**src/rtl/uart_pkg.sv**
```systemverilog
// uart_pkg: baud rate table and divider helpers shared by the UART blocks
package uart_pkg;
  localparam int BAUD_SEL_W = 3;
  localparam int BAUD_TABLE [0:7] = '{9600, 19200, 38400, 57600, 115200, 230400, 460800, 921600};
  function automatic int div_int(input int clk_hz, input int baud, input int os);
    return clk_hz / (baud * os);
  endfunction
  function automatic int div_rem(input int clk_hz, input int baud, input int os);
    return clk_hz % (baud * os);
  endfunction
endpackage

```
**src/rtl/frac_period_ctr.sv**
```systemverilog
// frac_period_ctr: DIV_INT or DIV_INT+1 cycle periods whose average is DEN-exact
module frac_period_ctr #(
  parameter int CW = 10,
  parameter int EW = 24
) (
  input  logic          clk,
  input  logic          reset,
  input  logic          clear,
  input  logic [CW-1:0] div_int,
  input  logic [EW-1:0] div_rem,
  input  logic [EW:0]   den,
  output logic          period_done
);
  logic [CW-1:0] cnt;
  logic [EW-1:0] err;
  logic          len_ext;
  logic [EW:0]   sum;
  logic          last;
  logic          wrap;
  always_comb begin
    last        = cnt == div_int - CW'(!len_ext);
    sum         = {1'b0, err} + {1'b0, div_rem};
    wrap        = sum >= den;
    period_done = !clear && last;
  end
  always_ff @(posedge clk or posedge reset) begin
    if (reset) begin
      cnt     <= '0;
      err     <= '0;
      len_ext <= 1'b0;
    end else if (clear) begin
      cnt     <= '0;
      err     <= '0;
      len_ext <= 1'b0;
    end else if (last) begin
      cnt     <= '0;
      err     <= wrap ? EW'(sum - den) : sum[EW-1:0];
      len_ext <= wrap;
    end else begin
      cnt <= cnt + CW'(1);
    end
  end
  a_err_lt_den: assert property (@(posedge clk) disable iff (reset) {1'b0, err} < den);
endmodule

```
**src/rtl/baud_tick_gen.sv**
```systemverilog
// baud_tick_gen: selectable-rate oversample and bit tick generator with phase realign
module baud_tick_gen
  import uart_pkg::*;
#(
  parameter int CLK_HZ     = 100_000_000,
  parameter int OVERSAMPLE = 16,
  parameter int SIM_DIV    = 0
) (
  input  logic                          clk,
  input  logic                          reset,
  input  logic                          en,
  input  logic [BAUD_SEL_W-1:0]         baud_sel,
  input  logic                          restart,
  output logic                          os_tick,
  output logic                          bit_tick,
  output logic [$clog2(OVERSAMPLE)-1:0] os_phase
);
  localparam int PW     = $clog2(OVERSAMPLE);
  localparam int MAXDIV = SIM_DIV != 0 ? SIM_DIV : div_int(CLK_HZ, BAUD_TABLE[0], OVERSAMPLE);
  localparam int CW     = $clog2(MAXDIV + 1);
  localparam int EW     = $clog2(BAUD_TABLE[7] * OVERSAMPLE);
  logic [CW-1:0]         div_tab [8];
  logic [EW-1:0]         rem_tab [8];
  logic [EW:0]           den_tab [8];
  logic [BAUD_SEL_W-1:0] sel_q;
  logic [PW-1:0]         os_cnt;
  logic                  clear;
  logic                  done;
  if (OVERSAMPLE < 2 || (OVERSAMPLE & (OVERSAMPLE - 1)) != 0) begin : g_bad_os
    $error("OVERSAMPLE must be a power of 2 and at least 2");
  end
  for (genvar i = 0; i < 8; i++) begin : g_rate
    localparam int DEN = BAUD_TABLE[i] * OVERSAMPLE;
    localparam int DI  = SIM_DIV != 0 ? SIM_DIV : div_int(CLK_HZ, BAUD_TABLE[i], OVERSAMPLE);
    localparam int DR  = SIM_DIV != 0 ? 0 : div_rem(CLK_HZ, BAUD_TABLE[i], OVERSAMPLE);
    if (DI < 2) begin : g_bad_div
      $error("clock too slow for baud rate index %0d", i);
    end
    assign div_tab[i] = CW'(DI);
    assign rem_tab[i] = EW'(DR);
    assign den_tab[i] = (EW + 1)'(DEN);
  end
  assign clear    = !en || baud_sel != sel_q || restart;
  assign os_phase = os_cnt;
  frac_period_ctr #(.CW(CW), .EW(EW)) u_ctr (
    .clk         (clk),
    .reset       (reset),
    .clear       (clear),
    .div_int     (div_tab[sel_q]),
    .div_rem     (rem_tab[sel_q]),
    .den         (den_tab[sel_q]),
    .period_done (done)
  );
  always_ff @(posedge clk or posedge reset) begin
    if (reset) begin
      sel_q    <= '0;
      os_cnt   <= '0;
      os_tick  <= 1'b0;
      bit_tick <= 1'b0;
    end else begin
      os_tick  <= done;
      bit_tick <= done && &os_cnt;
      if (clear) os_cnt <= '0;
      else if (done) os_cnt <= os_cnt + PW'(1);
      if (en) sel_q <= baud_sel;
    end
  end
endmodule

```
**config.mk**
```make
export PLATFORM = sky130hd
export DESIGN_NAME = baud_tick_gen
export DESIGN_NICKNAME = d
export VERILOG_FILES = /design/src/rtl/uart_pkg.sv /design/src/rtl/frac_period_ctr.sv /design/src/rtl/baud_tick_gen.sv
export SDC_FILE = /design/constraint.sdc
export NUM_CORES = 1
export LEC_CHECK = 0
export ABC_AREA = 0
export CAP_MARGIN = 20
export CORE_UTILIZATION = 56
export CTS_CLUSTER_SIZE = 28
export DETAILED_ROUTE_END_ITERATION = 16
export HOLD_SLACK_MARGIN = 0.02
export PLACE_DENSITY = 0.77
export SYNTH_ARGS = -nofsm -noshare
export SYNTH_HDL_FRONTEND = slang
export SYNTH_SLANG_ARGS = --single-unit
export TNS_END_PERCENT = 100
```
**constraint.sdc**
```tcl
create_clock -name clk -period 5.04 [get_ports clk]
set_clock_uncertainty 0.1 [all_clocks]
set_input_delay 1.008 -clock clk [delete_from_list [all_inputs] [get_ports clk]]
set_output_delay 1.008 -clock clk [all_outputs]
set_load 0.1 [all_outputs]
```
# == Word-level counts from Yosys, hierarchy flattened ==
# Memories as Yosys holds them, arrays and structs flattened.
# Cells that the tools add are included.
# totals
reg_bits,44
latchBits,0
mem_bits_rw,0
rom_bits,472
inputBits,7
out_inout_bits,6
elab_cells,45
mem_count,3
# mem_list
name,words,word_bits,rd,rd_ports_with_merged_regs,write_ports,line_no,source
(no name shown),8,25,1,0,0,baud_tick_gen.sv:51,".den (den_tab[sel_q]),"
(no name shown),8,24,1,0,0,baud_tick_gen.sv:50,".div_rem (rem_tab[sel_q]),"
(no name shown),8,10,1,0,0,baud_tick_gen.sv:49,".div_int (div_tab[sel_q]),"
# op_classes
add_sub_neg,5
n_mul,0
div_mod_pow,0
n_lt_le_gt_ge,2
n_eq_ne,2
shifts,0
n_mux,15
bitwise_logic,1
reduce_logical,10
# op_table
op,count
$mux W24,5
$mux W25,2
$mux W10,4
$add A24 B24 Y25,1
$ge A25 B25 Y1,1
$sub A24 B24 Y24,1
$add A10 B1 Y10 const B,1
$eq A10 B10 Y1,1
$sub A10 B1 Y10,1
$mux W4,2
$add A4 B1 Y4 const B,1
$ge A4 B4 Y1 const B,1
$not A3 Y4,1
$reduce_and A4 Y1,1
$reduce_bool A2 Y1,2
$logic_not A1 Y1,3
$ne A3 B3 Y1,1
$logic_and A1 B1 Y1,2
$logic_or A1 B1 Y1,2
$mux W1,2

# == Longest topological paths before layout ==
# logic_depth
ltp_word,9
mapped_depth,22
ltp_nobuf,19

# == Cells and area by module ==
# Synthesis repeated with hierarchy kept, for this count alone.
# hier_totals
hier_cells,649
hier_area_um2,5109.9
# by_module_without_submodules
module,n_inst,cells_each,area_each_um2,seq_area_each_um2
frac_period_ctr,1,572,4408.0,875.8
baud_tick_gen,1,77,701.9,225.2

# == Least setup slack after synthesis ==
# Ideal clock, no wire load.
# synth_path
path_type,register -> register
start,register sel_q[1]
end,register u_ctr.err[12]
setup_ns,0.077
arrival_time_ns,4.557
required_ns,4.863
slack_ns,0.306
stages_incl_launch_ff,22
n_path_buf,2
synth_period_minus_slack_ns,4.734
path_cell_list,dfrtp_1 clkbuf_1 inv_1 ha_1 nand2_1 inv_1 ha_1 a31oi_4 o221ai_1 maj3_1 a31oi_1 xnor2_1 ha_1 or3_1 o21ai_0 a31oi_2 o21ai_0 a21bo_2 and2_1 buf_2 mux2_2 a21oi_1
# synth_between
elab_chain_cells,9
elab_cells_between_ends,22
cone_classes,add/sub (3); order compare (1); eq/ne (2); mux (9); bitwise (1); reduce/logical (3); memory (3)
# synth_rtl
item,line_no,source
from (decl),baud_tick_gen.sv:25,logic [BAUD_SEL_W-1:0] sel_q;
from (signal assigned),baud_tick_gen.sv:65,if (en) sel_q <= baud_sel;
$not A3 Y4 (implied by the code),"baud_tick_gen.sv:49, baud_tick_gen.sv:50, baud_tick_gen.sv:51",
$mem_v2 Z8 W24,n/a,
$mux W24 (implied by the code) (2 in series),baud_tick_gen.sv:50,
$add A24 B24 Y25,frac_period_ctr.sv:22,"sum = {1'b0, err} + {1'b0, div_rem};"
$sub A24 B24 Y24 / $ge A25 B25 Y1 (equally long branches),"frac_period_ctr.sv:37, frac_period_ctr.sv:23",
$mux W24,frac_period_ctr.sv:37,err <= wrap ? EW'(sum - den) : sum[EW-1:0];
$mux W24,frac_period_ctr.sv:35,end else if (last) begin
$mux W24,frac_period_ctr.sv:31,end else if (clear) begin
to (signal assigned),frac_period_ctr.sv:37,
to (decl),frac_period_ctr.sv:15,logic [EW-1:0] err;
# Several ways; a longest one is shown, not always the timed one. The select of a mux whose other input is x is not followed.
# A chain may end at the register's enable or synchronous reset.

# == Worst setup path after layout ==
# layout_path
start,register sel_q[1]
end,register u_ctr.err[22]
# Same word-level chain as after synthesis.

==> results summary <==
The final routed wire length divided by cell count came out at 17.3 um. The antenna violation net count after detailed routing is 0. The area overhead of the layout relative to synthesis is 9.33%. Setup violations remaining at the end of the flow were counted as 0. The clock sink count came out at 36. The floorplan die height is 81.2 um. In the synthesized netlist the dominant register cell turns out to be dfrtp_1. The horizontal extent of the die came out at 81.2 um. The final critical-path share of the clock period is 94.3%. The count of max-cap constraint violations is 0. After clock tree synthesis, the flow added hold-fix buffers numbering 0.

The number of standard-cell rows in the floorplan is 28. The static leakage power came out at 1.73 nW. At the end of routability-driven placement, the weighted congestion stood at 1.00.

In this run the most used layer during global routing was met2. The worst-skew pair later-pin latency came out at 0.30 ns. Clock-pin slew was measured on the worst setup and hold paths at 0.09 ns. The count of unresolved DRC violations after routing came out at 0. The biggest area contributor in the post-synthesis netlist is dfrtp_1.

The core area is 5990 sq um. The number of DRC markers after the initial detailed-route iteration came out at 219. The initial cell density of the core is 58.6%. The number of inserted filler cells in the final layout is 521. The type of the setup path with the least slack is flip-flop to flip-flop. Adding up every negative setup slack in the final design gives 0 ns.

For this run, the register share of the synthesized area comes to 25.6%. Synthesis handed over a netlist of 404 instances. STA classifies the critical path startpoint as a flip-flop. Timing would allow up to 210 MHz. The number of max-slew violations in the final report came to 0. The total power came out at 940 uW. Data arrives at the worst endpoint at 4.88 ns.

The number of buffers between clock root and the deepest sink is 2. Global routing used 38.3% of the available met1 tracks. The measured slew at the worst slew-check pin is 0.976 ns.

By count the netlist is led by 41 x ha_1, 36 x dfrtp_1, 35 x nor2_1. The most common cell in the synthesized netlist is ha_1. The fraction of layout instances using a drive strength above 1 came out at 8.61%. During I/O placement, the number of pins put on the boundary was 13. The initial antenna violation count came out at 0.

Dividing total power by cell area gives a power density of 245 nW/um^2. The number of iterations in the first detailed-routing pass is 5. The aggregate global-route resource usage came out at 28.2%. The die covers 6590 sq um. For this run, asynchronously set or reset flops after synthesis account for 100%. The relative slew slack is 34.7%. The first global-routing pass estimated 14100 um of wire. Setup slack closes at 0.287 ns. The number of global-route vias before repair is 2919. The utilization after layout is 64.1%. The top cell type's share of synthesized area is 25.6%.

Global routing consumed, on the met3 layer, 4.72% of the routing resources. The worst setup path is captured at a flip-flop. The count of distinct cell types in the synthesized netlist is 71. The final layout net count is 466. CTS built an H-tree with a depth of 2. The number of storage elements in the synthesis netlist came out at 36. Summed over all layers, the global routing overflow is 0. The maximum fanout encountered on the critical timing path is 8.

The synthesized area per cell came out at 8.70 sq um. The number of synthesized flops with an enable pin is 0. The post-synth design cell area came out at 3510 sq um.

The count of port buffers added during placement came out at 12. Summing over every cut layer, the via total after detailed routing is 3013. The root buffer cell chosen for the clock tree is clkbuf_8.

The number of diodes added for antenna fixing is 0. By area the synthesized netlist is led by dfrtp_1 26%, ha_1 15%, xnor2_1 7.5%, xor2_1 4.7%, a21oi_1 4.3%. The average vias per placed instance is 6.11. At the placement stage, the worst setup path has a slack of 0.224 ns. The peak supply drop is 0.127 mV.

Entering global routing, the biggest net connects 37 pins. For this run, global-route usage on met2 was measured as 45.5%. The detailed-route wire length came out at 8520 um.

The tightest hold margin came out at 0.441 ns. The net count of the mapped netlist is 453. The path class of the tightest hold or removal check is flip-flop to flip-flop. The total count of hold-check failures in the final report is 0. The flow ran to the end, and the final reports show no timing, DRC or antenna violations. The total of warnings raised by yosys came out at 0.

STA puts the critical path data required time at 5.17 ns. Counting I/O delays and the setup requirement, the final critical path takes 4.75 ns. The number of buffers inserted during clock tree synthesis came out at 5. The total half-perimeter wirelength after legalization and detailed placement is 6450 um. TritonCTS built the clock tree.
==> kinds of logic after synthesis <==
| family | count (synthesis) | synth area share, % |
|---|---|---|
| AOI/OAI and AO/OA | 101 | 19.8 |
| xor gates and xnor gates | 49 | 12.2 |
| adders and majority gates | 43 | 15.5 |
| buffers and inverters | 32 | 3.95 |
| DFF | 36 | 25.6 |
| muxes | 10 | 2.88 |
| and+or+nand+nor | 133 | 20.1 |
==> where the power goes <==
| group | internal (mW) | total (mW) | leakage, nW | switching, mW |
|---|---|---|---|---|
| Clock | 0.147 | 0.262 | 0.0541 | 0.115 |
| Combinational | 0.157 | 0.385 | 1.18 | 0.229 |
| Sequential | 0.291 | 0.293 | 0.498 | 0.00156 |
| Total | 0.594 | 0.940 | 1.73 | 0.346 |
==> metal layers <==
layer | part of all wire, % | vias to the layer above
met1 | 46 | 1429
met4 | 1.9 | 0
met2 | 46 | 96
li1 | - | 1473
met5 | 0 | -
met3 | 5.8 | 15
==> timing repair <==
action | 4_1_cts | 5_1_grt
endpoints found under the setup margin | 0 | 4
resized for setup | 0 | 4
setup buffers | 0 | 0
==> registers in the layout, summed over array words and instances, names as in the netlist <==
register / count
u_ctr.cnt: 10
u_ctr.err: 16
os_tick: 1
bit_tick: 1
u_ctr.len_ext: 1
sel_q: 3
os_phase: 4
==> through the flow <==
stage	instance area, sq um	std cells
2_1_floorplan	3510	404
3_3_place_gp	3710	485
3_5_place_dp	3710	485
4_1_cts	3820	493
5_1_grt	3840	493
6_report	3840	493
==> layout by cell type, fill, tap and decap left out, types with 4 or more instances in the layout <==
cell type / n
ha_1: 41
dfrtp_1: 36
nor2_1: 35
xnor2_1: 30
a21oi_1: 30
nand2_1: 29
o21ai_0: 23
inv_1: 19
xor2_1: 19
nand3_1: 14
clkdlybuf4s50_1: 12
mux2i_1: 9
and3_1: 7
buf_4: 7
a21o_1: 6
nor2b_1: 5
a31oi_1: 5
nand4_1: 5
nand2b_1: 5
clkbuf_8: 5
nor3_1: 4
==> worst max-delay path, cell delays in order (launching register included) <==
cell      delay [ns]
dfrtp_1         0.38
inv_1           0.16
ha_1            0.22
nand2_2         0.11
inv_1           0.12
ha_1            0.30
a31oi_4         0.26
o221ai_1        0.20
maj3_1          0.43
a31oi_1         0.21
xnor2_1         0.11
ha_1            0.23
or3_1           0.34
o21ai_0         0.14
a31oi_2         0.11
o21ai_0         0.22
a21bo_2         0.26
nand2_4         0.12
or4_1           0.50
a31oi_1         0.16
==> area by class of cell <==
| class | instances | area [sq um] | area share, % |
|---|---|---|---|
| Inverter | 19 | 71.3 | 1.86 |
| Clock buffer | 5 | 68.8 | 1.79 |
| Sequential cell | 36 | 901 | 23.5 |
| Multi-Input combinational cell | 336 | 2490 | 64.9 |
| Timing Repair Buffer | 19 | 173 | 4.50 |
| Tap cell | 75 | 93.8 | 2.44 |
| Clock inverter | 3 | 42.5 | 1.11 |
==> worst paths after layout <==
| path | from | to | slack [ns] | cells after the start |
|---|---|---|---|---|
| setup / recovery | sel_q[1] | u_ctr.err[22] | 0.29 | 19 |
| hold / removal | u_ctr.cnt[0] | u_ctr.cnt[0] | 0.44 | 1 |
| setup reg to reg | sel_q[1] | u_ctr.err[22] | 0.29 | 19 |
| hold reg to reg | u_ctr.cnt[0] | u_ctr.cnt[0] | 0.44 | 1 |
| max in group asynchronous | reset | u_ctr.err[21] | 3.47 | 3 |
| min in group asynchronous | reset | u_ctr.cnt[7] | 1.03 | 3 |
No activity file was read; power rests on OpenSTA's default activity.
